<file path="config.mk">
export PLATFORM = sky130hd
export DESIGN_NAME = yolo_frame_sched
export DESIGN_NICKNAME = d
export VERILOG_FILES = /design/src/rtl/yolo_sched_pkg.sv /design/src/rtl/yolo_beat_cnt.sv /design/src/rtl/yolo_frame_sched.sv
export SDC_FILE = /design/constraint.sdc
export NUM_CORES = 1
export LEC_CHECK = 0
export BUFFER_PORTS_ARGS = -buffer_cell sky130_fd_sc_hd__buf_2
export CORE_ASPECT_RATIO = 2
export CORE_UTILIZATION = 65
export CTS_BUF_LIST = sky130_fd_sc_hd__clkbuf_2
export DETAILED_ROUTE_END_ITERATION = 10
export HOLD_SLACK_MARGIN = 0.03
export PLACE_DENSITY_LB_ADDON = 0.2
export SETUP_SLACK_MARGIN = 0.1
export SLEW_MARGIN = 0
export SYNTH_ARGS = -nofsm -noshare
export SYNTH_HDL_FRONTEND = slang
export SYNTH_SLANG_ARGS = --single-unit
</file>
<file path="constraint.sdc">
create_clock -name aclk -period 8.2 [get_ports aclk]
set_clock_uncertainty 0.1 [all_clocks]
set_input_delay 0.82 -clock aclk [delete_from_list [all_inputs] [get_ports aclk]]
set_output_delay 0.82 -clock aclk [all_outputs]
set_load 0.01 [all_outputs]
</file>
<file path="src/rtl/yolo_sched_pkg.sv">
// Shared constants for the yolo frame scheduler: FSM state encoding and
// default widths for the beat counters and the optional performance counters.
package yolo_sched_pkg;

    localparam int CNT_W_DFLT  = 20;
    localparam int PERF_W_DFLT = 32;

    localparam logic [1:0] ST_IDLE  = 2'd0;
    localparam logic [1:0] ST_RUN   = 2'd1;
    localparam logic [1:0] ST_FLUSH = 2'd2;
    localparam logic [1:0] ST_FIN   = 2'd3;

endpackage

</file>
<file path="src/rtl/yolo_beat_cnt.sv">
// Beat counter cleared at frame start, stepped once per granted beat.
// below: count has not yet reached limit. last: the next beat is the final one.
module yolo_beat_cnt
    import yolo_sched_pkg::*;
#(
    parameter int W = CNT_W_DFLT
) (
    input  logic         clk,
    input  logic         rst_n,
    input  logic         clr,
    input  logic         inc,
    input  logic [W-1:0] limit,
    output logic         below,
    output logic         last
);

    logic [W-1:0] cnt_r;

    // Counter state: synchronous reset, clear on frame arm, step on grant.
    always_ff @(posedge clk) begin
        if (!rst_n) begin
            cnt_r <= {W{1'b0}};
        end else if (clr) begin
            cnt_r <= {W{1'b0}};
        end else if (inc) begin
            cnt_r <= cnt_r + {{(W-1){1'b0}}, 1'b1};
        end else begin
            cnt_r <= cnt_r;
        end
    end

    // Terminal-count flags; widened compare avoids wrap when limit is zero.
    always_comb begin
        below = (cnt_r < limit);
        last  = below && (({1'b0, cnt_r} + {{W{1'b0}}, 1'b1}) == {1'b0, limit});
    end

endmodule

</file>
<file path="src/rtl/yolo_frame_sched.sv">
// Per-frame sequencer between the stream FIFOs and yolo_core.
// Optional build macro YOLO_FRAME_SCHED_PERF_EN adds saturating stall/cycle
// performance counters (perf_in_stall, perf_out_stall, perf_cycles).
module yolo_frame_sched
    import yolo_sched_pkg::*;
#(
    parameter int CNT_W = CNT_W_DFLT
`ifdef YOLO_FRAME_SCHED_PERF_EN
    ,
    parameter int PERF_W = PERF_W_DFLT
`endif
) (
    input  logic             aclk,
    input  logic             aresetn,
    input  logic             cfg_start,
    input  logic [CNT_W-1:0] cfg_in_beats,
    input  logic [CNT_W-1:0] cfg_out_beats,
    output logic             busy,
    output logic             done,
    output logic             err_len,
    output logic             core_start,
    input  logic             core_rd_req,
    output logic             core_rd_gnt,
    input  logic             isif_empty_n,
    input  logic             isif_last_dout,
    output logic             isif_read,
    input  logic             core_wr_req,
    output logic             core_wr_gnt,
    input  logic             osif_full_n,
    output logic             osif_write,
    output logic             osif_last_din
`ifdef YOLO_FRAME_SCHED_PERF_EN
    ,
    output logic [PERF_W-1:0] perf_in_stall,
    output logic [PERF_W-1:0] perf_out_stall,
    output logic [PERF_W-1:0] perf_cycles
`endif
);

    logic [1:0]       state_r;
    logic [1:0]       state_nx_s;
    logic [CNT_W-1:0] in_lim_r;
    logic [CNT_W-1:0] out_lim_r;
    logic             in_cmpl_r;
    logic             err_r;
    logic             busy_r;
    logic             done_r;
    logic             core_start_r;

    logic             start_acc_s;
    logic             rd_gnt_s;
    logic             wr_gnt_s;
    logic             out_en_s;
    logic             in_below_s;
    logic             in_last_s;
    logic             out_below_s;
    logic             out_last_s;
    logic             in_done_now_s;
    logic             out_done_now_s;
    logic             err_set_s;

    // Transfer gating and completion decode for the current cycle.
    always_comb begin
        start_acc_s    = cfg_start && (state_r == ST_IDLE);
        out_en_s       = (state_r == ST_RUN) || (state_r == ST_FLUSH);
        rd_gnt_s       = (state_r == ST_RUN) && core_rd_req && isif_empty_n && !in_cmpl_r;
        wr_gnt_s       = out_en_s && core_wr_req && osif_full_n && out_below_s;
        // A beat closes the input either by count or by an early TLAST.
        in_done_now_s  = in_cmpl_r || (rd_gnt_s && (in_last_s || isif_last_dout));
        out_done_now_s = !out_below_s || (wr_gnt_s && out_last_s);
        // TLAST must coincide exactly with the counted last beat.
        err_set_s      = rd_gnt_s && (in_last_s != isif_last_dout);
    end

    yolo_beat_cnt #(.W(CNT_W)) u_in_cnt (
        .clk   (aclk),
        .rst_n (aresetn),
        .clr   (start_acc_s),
        .inc   (rd_gnt_s),
        .limit (in_lim_r),
        .below (in_below_s),
        .last  (in_last_s)
    );

    yolo_beat_cnt #(.W(CNT_W)) u_out_cnt (
        .clk   (aclk),
        .rst_n (aresetn),
        .clr   (start_acc_s),
        .inc   (wr_gnt_s),
        .limit (out_lim_r),
        .below (out_below_s),
        .last  (out_last_s)
    );

    // Next-state logic; input and final output in one cycle skip FLUSH.
    always_comb begin
        state_nx_s = state_r;
        case (state_r)
            ST_IDLE: begin
                if (start_acc_s) begin
                    state_nx_s = ST_RUN;
                end else begin
                    state_nx_s = ST_IDLE;
                end
            end
            ST_RUN: begin
                if (in_done_now_s && out_done_now_s) begin
                    state_nx_s = ST_FIN;
                end else if (in_done_now_s) begin
                    state_nx_s = ST_FLUSH;
                end else begin
                    state_nx_s = ST_RUN;
                end
            end
            ST_FLUSH: begin
                if (out_done_now_s) begin
                    state_nx_s = ST_FIN;
                end else begin
                    state_nx_s = ST_FLUSH;
                end
            end
            ST_FIN:  state_nx_s = ST_IDLE;
            default: state_nx_s = ST_IDLE;
        endcase
    end

    // FSM, frame configuration, input-complete flag and status registers.
    always_ff @(posedge aclk) begin
        if (!aresetn) begin
            state_r      <= ST_IDLE;
            in_lim_r     <= {CNT_W{1'b0}};
            out_lim_r    <= {CNT_W{1'b0}};
            in_cmpl_r    <= 1'b0;
            err_r        <= 1'b0;
            busy_r       <= 1'b0;
            done_r       <= 1'b0;
            core_start_r <= 1'b0;
        end else begin
            state_r      <= state_nx_s;
            busy_r       <= (state_nx_s != ST_IDLE);
            done_r       <= (state_nx_s == ST_FIN);
            core_start_r <= start_acc_s;
            if (start_acc_s) begin
                in_lim_r  <= cfg_in_beats;
                out_lim_r <= cfg_out_beats;
                // A zero-length input is complete on entry to RUN.
                in_cmpl_r <= (cfg_in_beats == {CNT_W{1'b0}});
                err_r     <= 1'b0;
            end else begin
                in_lim_r  <= in_lim_r;
                out_lim_r <= out_lim_r;
                in_cmpl_r <= in_cmpl_r || (rd_gnt_s && (in_last_s || isif_last_dout));
                err_r     <= err_r || err_set_s;
            end
        end
    end

    // Output drive: status from registers, grants are same-cycle handshakes.
    always_comb begin
        busy          = busy_r;
        done          = done_r;
        err_len       = err_r;
        core_start    = core_start_r;
        core_rd_gnt   = rd_gnt_s;
        isif_read     = rd_gnt_s;
        core_wr_gnt   = wr_gnt_s;
        osif_write    = wr_gnt_s;
        osif_last_din = wr_gnt_s && out_last_s;
    end

`ifdef YOLO_FRAME_SCHED_PERF_EN
    logic [PERF_W-1:0] perf_in_r;
    logic [PERF_W-1:0] perf_out_r;
    logic [PERF_W-1:0] perf_cyc_r;
    logic              in_stall_s;
    logic              out_stall_s;

    // Stall qualifiers for the performance counters.
    always_comb begin
        in_stall_s  = (state_r == ST_RUN) && core_rd_req && !isif_empty_n && !in_cmpl_r;
        out_stall_s = out_en_s && out_below_s && core_wr_req && !osif_full_n;
    end

    // Saturating counters, cleared on accepted start, frozen while idle.
    always_ff @(posedge aclk) begin
        if (!aresetn) begin
            perf_in_r  <= {PERF_W{1'b0}};
            perf_out_r <= {PERF_W{1'b0}};
            perf_cyc_r <= {PERF_W{1'b0}};
        end else if (start_acc_s) begin
            perf_in_r  <= {PERF_W{1'b0}};
            perf_out_r <= {PERF_W{1'b0}};
            perf_cyc_r <= {PERF_W{1'b0}};
        end else begin
            if (in_stall_s && !(&perf_in_r)) begin
                perf_in_r <= perf_in_r + {{(PERF_W-1){1'b0}}, 1'b1};
            end else begin
                perf_in_r <= perf_in_r;
            end
            if (out_stall_s && !(&perf_out_r)) begin
                perf_out_r <= perf_out_r + {{(PERF_W-1){1'b0}}, 1'b1};
            end else begin
                perf_out_r <= perf_out_r;
            end
            if (busy_r && !(&perf_cyc_r)) begin
                perf_cyc_r <= perf_cyc_r + {{(PERF_W-1){1'b0}}, 1'b1};
            end else begin
                perf_cyc_r <= perf_cyc_r;
            end
        end
    end

    // Performance outputs come straight from their registers.
    always_comb begin
        perf_in_stall  = perf_in_r;
        perf_out_stall = perf_out_r;
        perf_cycles    = perf_cyc_r;
    end
`endif

endmodule

</file>
==> results of run 1 <==
[layout make-up]
class / count / area [um^2] / area share [%]
Multi-Input combinational cell: 545 / 3620 / 59.6
Clock buffer: 9 / 45.0 / 0.742
Sequential cell: 87 / 1740 / 28.7
Tap cell: 100 / 125 / 2.06
Clock inverter: 7 / 56.3 / 0.927
Inverter: 51 / 191 / 3.15
Antenna cell: 1 / 2.50 / 0.0412
Timing Repair Buffer: 57 / 288 / 4.74
[placed cells by master (no fill, tap or decap), types with 4 or more instances in the layout]
master and count:
nor2b_1 6, nand3_1 19, dfxtp_1 87, and3_1 12
nor4_1 21, nor2_1 54, and2_1 4, nand4_1 23
nand2_1 75, or3_1 8, o21ai_0 58, a21oi_1 30
xnor2_1 52, clkbuf_2 9, and4_1 10, nor3_1 18
a211oi_1 5, xor2_1 27, a21o_1 5, inv_1 51
ha_1 47, o22ai_1 4, o211ai_1 9, buf_2 56
[worst paths after layout]
| check | slack, ns | end |
|---|---|---|
| setup / recovery | 3.43 | osif_last_din |
| setup reg to reg | 4.30 | busy |
| hold reg to reg | 0.40 | err_len |
| hold / removal | 0.29 | out_lim_r[8] |
[metal layers]
metal  vias up  wire length, um
met5         -                0
met4         0             1080
met3        87              728
met2       234             8420
met1      2514             5530
li1       2613                -
[registers in the layout, indices dropped and copies added, names as in the netlist]
| register | flops |
|---|---|
| u_out_cnt.cnt_r | 20 |
| in_lim_r | 20 |
| core_start | 1 |
| u_in_cnt.cnt_r | 20 |
| state_r | 2 |
| in_cmpl_r | 1 |
| busy | 1 |
| done | 1 |
| out_lim_r | 20 |
| err_len | 1 |
[power breakdown]
part / internal [uW] / switching, uW / leakage, uW
Clock: 43.5 / 167 / 0.0000629
Combinational: 48.4 / 77.9 / 0.00166
Sequential: 439 / 12.2 / 0.000708
[worst max-delay path: stages (launching register included)]
cell and delay [ns]:
dfxtp_1 0.61, ha_1 0.32, a21oi_1 0.16, o21ai_0 0.15, a221oi_1 0.33, nand3_1 0.67
nor2_1 0.64, and4_1 0.26, buf_2 0.13
[cells by family after synthesis]
family                   Yosys count
adder cells (fa/ha/maj)           47
multiplexers                       1
buffers and inverters             94
flip-flops                        87
AND/OR/NAND/NOR                  275
XOR/XNOR                          79
AO/OA/AOI/OAI                    143
[metrics by stage]
step | hold slack (ns) | utilization (%)
finish | 0.290 | 70.7
global route | 0.275 | 70.7
CTS | 0.260 | 70.7
detailed placement | 0.356 | 69.5
global placement | 0.352 | 69.5
floorplan | 0.356 | -
==> impl_metrics.json, run 1 <==
{
  "grt_busiest_layer": "met2",
  "yosysMostFrequentCell": "dfxtp_1",
  "syn_nets": 821,
  "tightest_slew_ns": 0.905,
  "fmax_mhz": 209,
  "setup_tns_ns": 0,
  "synth_seq_area_share_pct": 30.3,
  "ctsHoldBuffers": 0,
  "max-cap-violations": 0,
  "setup-violations-final": 0,
  "status": "complete, no violations",
  "clkLatencyLatePin_ns": 0.59,
  "port_buffers": 56,
  "grt-ovfl-total": 0,
  "ys_ff_latch": 87,
  "r2r_cells": 13,
  "end_kind": "primary output",
  "async_reset_ff_share_pct": 0,
  "p_leak_uw": 0.00243,
  "min_period_ns": 4.77,
  "ys_warn_count": 0,
  "path_max_fanout": 21,
  "drt-total-wl_mm": 15.8,
  "die_area_mm2": 0.00926,
  "max-slew-margin-rel_pct": 39.6,
  "synth_top_family_by_area": "simple AND/OR/NAND/NOR gates",
  "initial_core_util_pct": 67.0,
  "antenna_found_initial": 1,
  "cts_setup_buffers": 0,
  "irDropWorstVdd_mv": 0.116,
  "wire_per_inst_um": 18.4,
  "synthMuxAreaShare_pct": 0.174,
  "grt_pass1_wl_mm": 24.9,
  "yosysTopAreaCell": "dfxtp_1",
  "detailed_place_hpwl_mm": 11.8,
  "dieWidth_um": 68.5,
  "htreeDepth": 3,
  "io_pins": 57,
  "tritoncts": "built",
  "use_met2_pct": 64.8,
  "layout.nets": 846,
  "grt_usage_pct": 36.3,
  "min_path_cells": 3,
  "ys_types": 60,
  "slew_violations": 0,
  "layout-drive-gt1-share_pct": 11.0,
  "synth-xor-area-share_pct": 12.0,
  "n_fill_cell": 734,
  "synth_compound_area_share_pct": 15.3,
  "syn-cell-area_mm2": 0.00575,
  "synth_cells": 726,
  "remaining_drc_errors": 0,
  "rsz0062_at_grt": "false",
  "path_clk_slew_ns": 0.28,
  "final_antenna_net_count": 0,
  "min_from": "cfg_out_beats[8]",
  "synth-main-ff-cell": "dfxtp_1",
  "fin_area_mm2": 0.00607,
  "core_mm2": 0.00859,
  "post-route-period-util_pct": 58.2,
  "cts_max_path_buffers": 2,
  "first_pass_iters": 6,
  "dr_total_vias": 5448,
  "cts_root_buffer": "clkbuf_2",
  "synthToLayoutAreaGrowth_pct": 5.50,
  "required_ns": 7.28,
  "row_count": 48,
  "crit_type": "reg -> out",
  "synth_edf_count": 0,
  "syn_area_per_cell_um2": 7.93,
  "ys_top_cells_by_count": "87 x dfxtp_1, 76 x nand2_1, 58 x o21ai_0, 54 x nor2_1, 52 x xnor2_1",
  "cp-startpoint": "u_out_cnt.cnt_r[11]",
  "grt_pass1_vias": 5447,
  "viasPerCell": 6.36,
  "grt_max_degree": 60,
  "die-height_um": 135,
  "timing_hold_violations_final": 0,
  "drt_iter0_drc": 444,
  "placed_cell_area_mm2": 0.00597,
  "instances_no_fill": 857,
  "r2r_start": "u_in_cnt.cnt_r[0]",
  "post_cts_resized": 0,
  "cts_sinks": 87,
  "synth_area_leaders": "dfxtp_1 30%, ha_1 10%, xnor2_1 7.9%, o21ai_0 5.0%, nand2_1 5.0%",
  "synth-adder-area-share_pct": 10.2,
  "p_per_area_mw_per_mm2": 130,
  "grt_use_met1_pct": 34.8,
  "met3_usage_pct": 6.59,
  "place_ws_ns": 4.21,
  "arrival_ns": 3.85,
  "p_total_uw": 788,
  "hold_class": "in -> reg",
  "startpoint_type": "register",
  "post-place-cells": 840,
  "netlist.area_leader.share_pct": 30.3,
  "cts_inserted_buffers": 9,
  "gp_congestion": 0.982,
  "timing.final.ws_setup_ns": 3.43,
  "synthSimpleGateAreaFrac_pct": 25.2
}
No activity file was read; power rests on OpenSTA's default activity.
==> run 2, diff against run 1 <==
--- a/config.mk
+++ b/config.mk
@@ -5,9 +5,10 @@
 export SDC_FILE = /design/constraint.sdc
 export NUM_CORES = 1
 export LEC_CHECK = 0
+export ABC_AREA = 1
 export BUFFER_PORTS_ARGS = -buffer_cell sky130_fd_sc_hd__buf_2
 export CORE_ASPECT_RATIO = 2
-export CORE_UTILIZATION = 65
+export CORE_UTILIZATION = 62
 export CTS_BUF_LIST = sky130_fd_sc_hd__clkbuf_2
 export DETAILED_ROUTE_END_ITERATION = 10
 export HOLD_SLACK_MARGIN = 0.03
==> constraint.sdc (replaced) <==
create_clock -name aclk -period 4.5 [get_ports aclk]
set_clock_uncertainty 0.1 [all_clocks]
set_input_delay 0.45 -clock aclk [delete_from_list [all_inputs] [get_ports aclk]]
set_output_delay 0.45 -clock aclk [all_outputs]
set_load 0.01 [all_outputs]
==> run 2 against run 1 <==
Effect of this change: die area grew 3.7%; setup slack got worse by 2.9 ns; largest cell class unchanged; flip-flop and latch count unchanged; synthesized cell count increased by 17%.
==> impl_metrics.json, run 2 <==
{
  "status": "complete, no violations",
  "syn_nets": 945,
  "synth_top_family_by_area": "simple AND/OR/NAND/NOR gates",
  "cts_max_path_buffers": 2,
  "p_total_uw": 1610,
  "core_mm2": 0.00895,
  "end_kind": "primary output",
  "timing.final.ws_setup_ns": 0.526,
  "tritoncts": "built",
  "die-height_um": 138,
  "min_period_ns": 3.97,
  "tightest_slew_ns": 0.728,
  "p_per_area_mw_per_mm2": 245,
  "yosysMostFrequentCell": "nand2_1",
  "seq_area_mm2": 0.00174,
  "path_clk_slew_ns": 0.25,
  "setup-violations-final": 0,
  "synth_compound_area_share_pct": 15.1,
  "grt_usage_pct": 40.1,
  "row_count": 49,
  "drt-total-wl_mm": 18.7,
  "grt-ovfl-total": 0,
  "path_max_fanout": 20,
  "final_core_util_pct": 73.3,
  "cts_sinks": 87,
  "detailed_place_hpwl_mm": 14.2,
  "ys_warn_count": 0,
  "ys_top_cells_by_count": "205 x nand2_1, 121 x inv_1, 87 x dfxtp_1, 66 x nor2_1, 61 x o21ai_0",
  "layout.nets": 1032,
  "drt_iter0_drc": 431,
  "slew_violations": 0,
  "synth-adder-area-share_pct": 10.3,
  "place_ws_ns": 0.956,
  "synth_area_leaders": "dfxtp_1 31%, nand2_1 14%, ha_1 10%, inv_1 8.0%, o21ai_0 5.4%",
  "startpoint_type": "register",
  "syn_area_per_cell_um2": 6.70,
  "slowest_delay_ns": 0.48,
  "max-slew-margin-rel_pct": 51.4,
  "timing_hold_violations_final": 0,
  "ys_ff_latch": 87,
  "rsz0062_at_grt": "false",
  "synth_seq_area_share_pct": 30.6,
  "initial_core_util_pct": 63.6,
  "final_cell_mix": "205 x nand2_1, 121 x inv_1, 87 x dfxtp_1",
  "gp_congestion": 1.09,
  "ff2ff_setup_slack_ns": 0.83,
  "wire_per_inst_um": 17.9,
  "synth_cells": 850,
  "post-route-period-util_pct": 88.3,
  "dieWidth_um": 69.8,
  "setup_tns_ns": 0,
  "dr_total_vias": 6210,
  "layout-drive-gt1-share_pct": 11.4,
  "synthMuxAreaShare_pct": 0,
  "required_ns": 3.95,
  "crit_type": "reg -> out",
  "irDropWorstVdd_mv": 0.185,
  "htreeDepth": 3,
  "hold_class": "in -> reg",
  "cp_common_cell": "nand2_1",
  "grt_max_degree": 42,
  "synth-xor-area-share_pct": 3.07,
  "synth-main-ff-cell": "dfxtp_1",
  "cts_setup_buffers": 0,
  "grt_pass1_wl_mm": 29.2,
  "grt_pass1_vias": 6192,
  "n_fill_cell": 773,
  "synth_edf_count": 0,
  "arrival_ns": 3.42,
  "slowest_stage": "inv_1",
  "fmax_mhz": 252,
  "io_pins": 57,
  "port_buffers": 56,
  "p_leak_uw": 0.00297,
  "async_reset_ff_share_pct": 0,
  "first_pass_iters": 7,
  "antenna_found_initial": 1,
  "path_cells": "inv_1 > ha_1 > nand2_1 > inv_1 > o21bai_1 > nand2_1 > a21oi_1 > nand2_1 > nor2_1 > nand2_1 > inv_1 > buf_2",
  "cts_root_buffer": "clkbuf_2",
  "viasPerCell": 5.95,
  "cts_inserted_buffers": 9,
  "synthToLayoutAreaGrowth_pct": 15.2,
  "synthSimpleGateAreaFrac_pct": 31.1,
  "clkLatencyLatePin_ns": 0.60,
  "yosysTopAreaCell": "dfxtp_1",
  "max-cap-violations": 0,
  "remaining_drc_errors": 0,
  "netlist.area_leader.share_pct": 30.6,
  "ys_types": 38,
  "die_area_mm2": 0.00960,
  "final_antenna_net_count": 0,
  "layout_commonest_cell": "nand2_1",
  "syn-cell-area_mm2": 0.00570,
  "multiInputGateArea_mm2": 0.00340
}
[run 2: critical path, delay by kind of cell (launching register included)]
kind,cells,cell delay (ns)
DFF,1,0.41
adders and majority gates,1,0.30
buffers and inverters,4,0.80
and+or+nand+nor,5,0.94
AOI/OAI and AO/OA,2,0.37
[run 2: final timing paths]
| path | endpoint | depth (start not counted) | startpoint |
|---|---|---|---|
| min reg2reg | err_len | 2 | err_len |
| min | in_lim_r[17] | 3 | cfg_in_beats[17] |
| max reg2reg | busy | 20 | u_in_cnt.cnt_r[0] |
| max | core_wr_gnt | 12 | out_lim_r[13] |
[run 2: kinds of logic (layout without fill, tap and decap cells)]
logic type / Yosys count / after routing
flops: 87 / 87
simple gates: 397 / 397
xor+xnor: 20 / 20
fa+ha+maj: 47 / 47
other cells: 0 / 1
compound gates: 152 / 152
buf+inv: 147 / 238
[run 2: where the power goes]
group / internal (uW) / switching, uW
clock: 180 / 294
sequential: 806 / 25.4
combinational: 119 / 185
[run 2: routing by layer]
metal  track usage (%)  part of all wire (%)  vias to the layer above
met1              34.4                    32                     2863
met2              77.2                    54                      247
met3              5.56                   3.4                      121
li1                  -                     -                     2979
met4              37.2                    10                        0
met5                 0                     0                        -
[run 2: layout make-up]
cell class,instances,area share [%]
well taps,102,1.95
multi-input cells,616,51.8
clock inverters,6,1.30
repair buffers,98,10.5
clock buffers,9,0.687
flip-flops and latches,87,26.5
diodes,1,0.0381
inverters,125,7.15
[run 2: repair_timing]
action | 4_1_cts | 5_1_grt
hold buffers | 33 | 4
gates resized for setup | 0 | 0
endpoints found under the hold margin | 33 | 4
[run 2: stage by stage]
| step | hold WS, ns | cell area (um^2) | instances |
|---|---|---|---|
| 6_report | 0.0384 | 6560 | 1044 |
| 5_1_grt | 0.0447 | 6560 | 1044 |
| 4_1_cts | 0.0300 | 6520 | 1039 |
| 3_5_place_dp | 0.355 | 6060 | 991 |
| 3_3_place_gp | 0.338 | 6060 | 991 |
| 2_1_floorplan | 0.349 | 5700 | 850 |
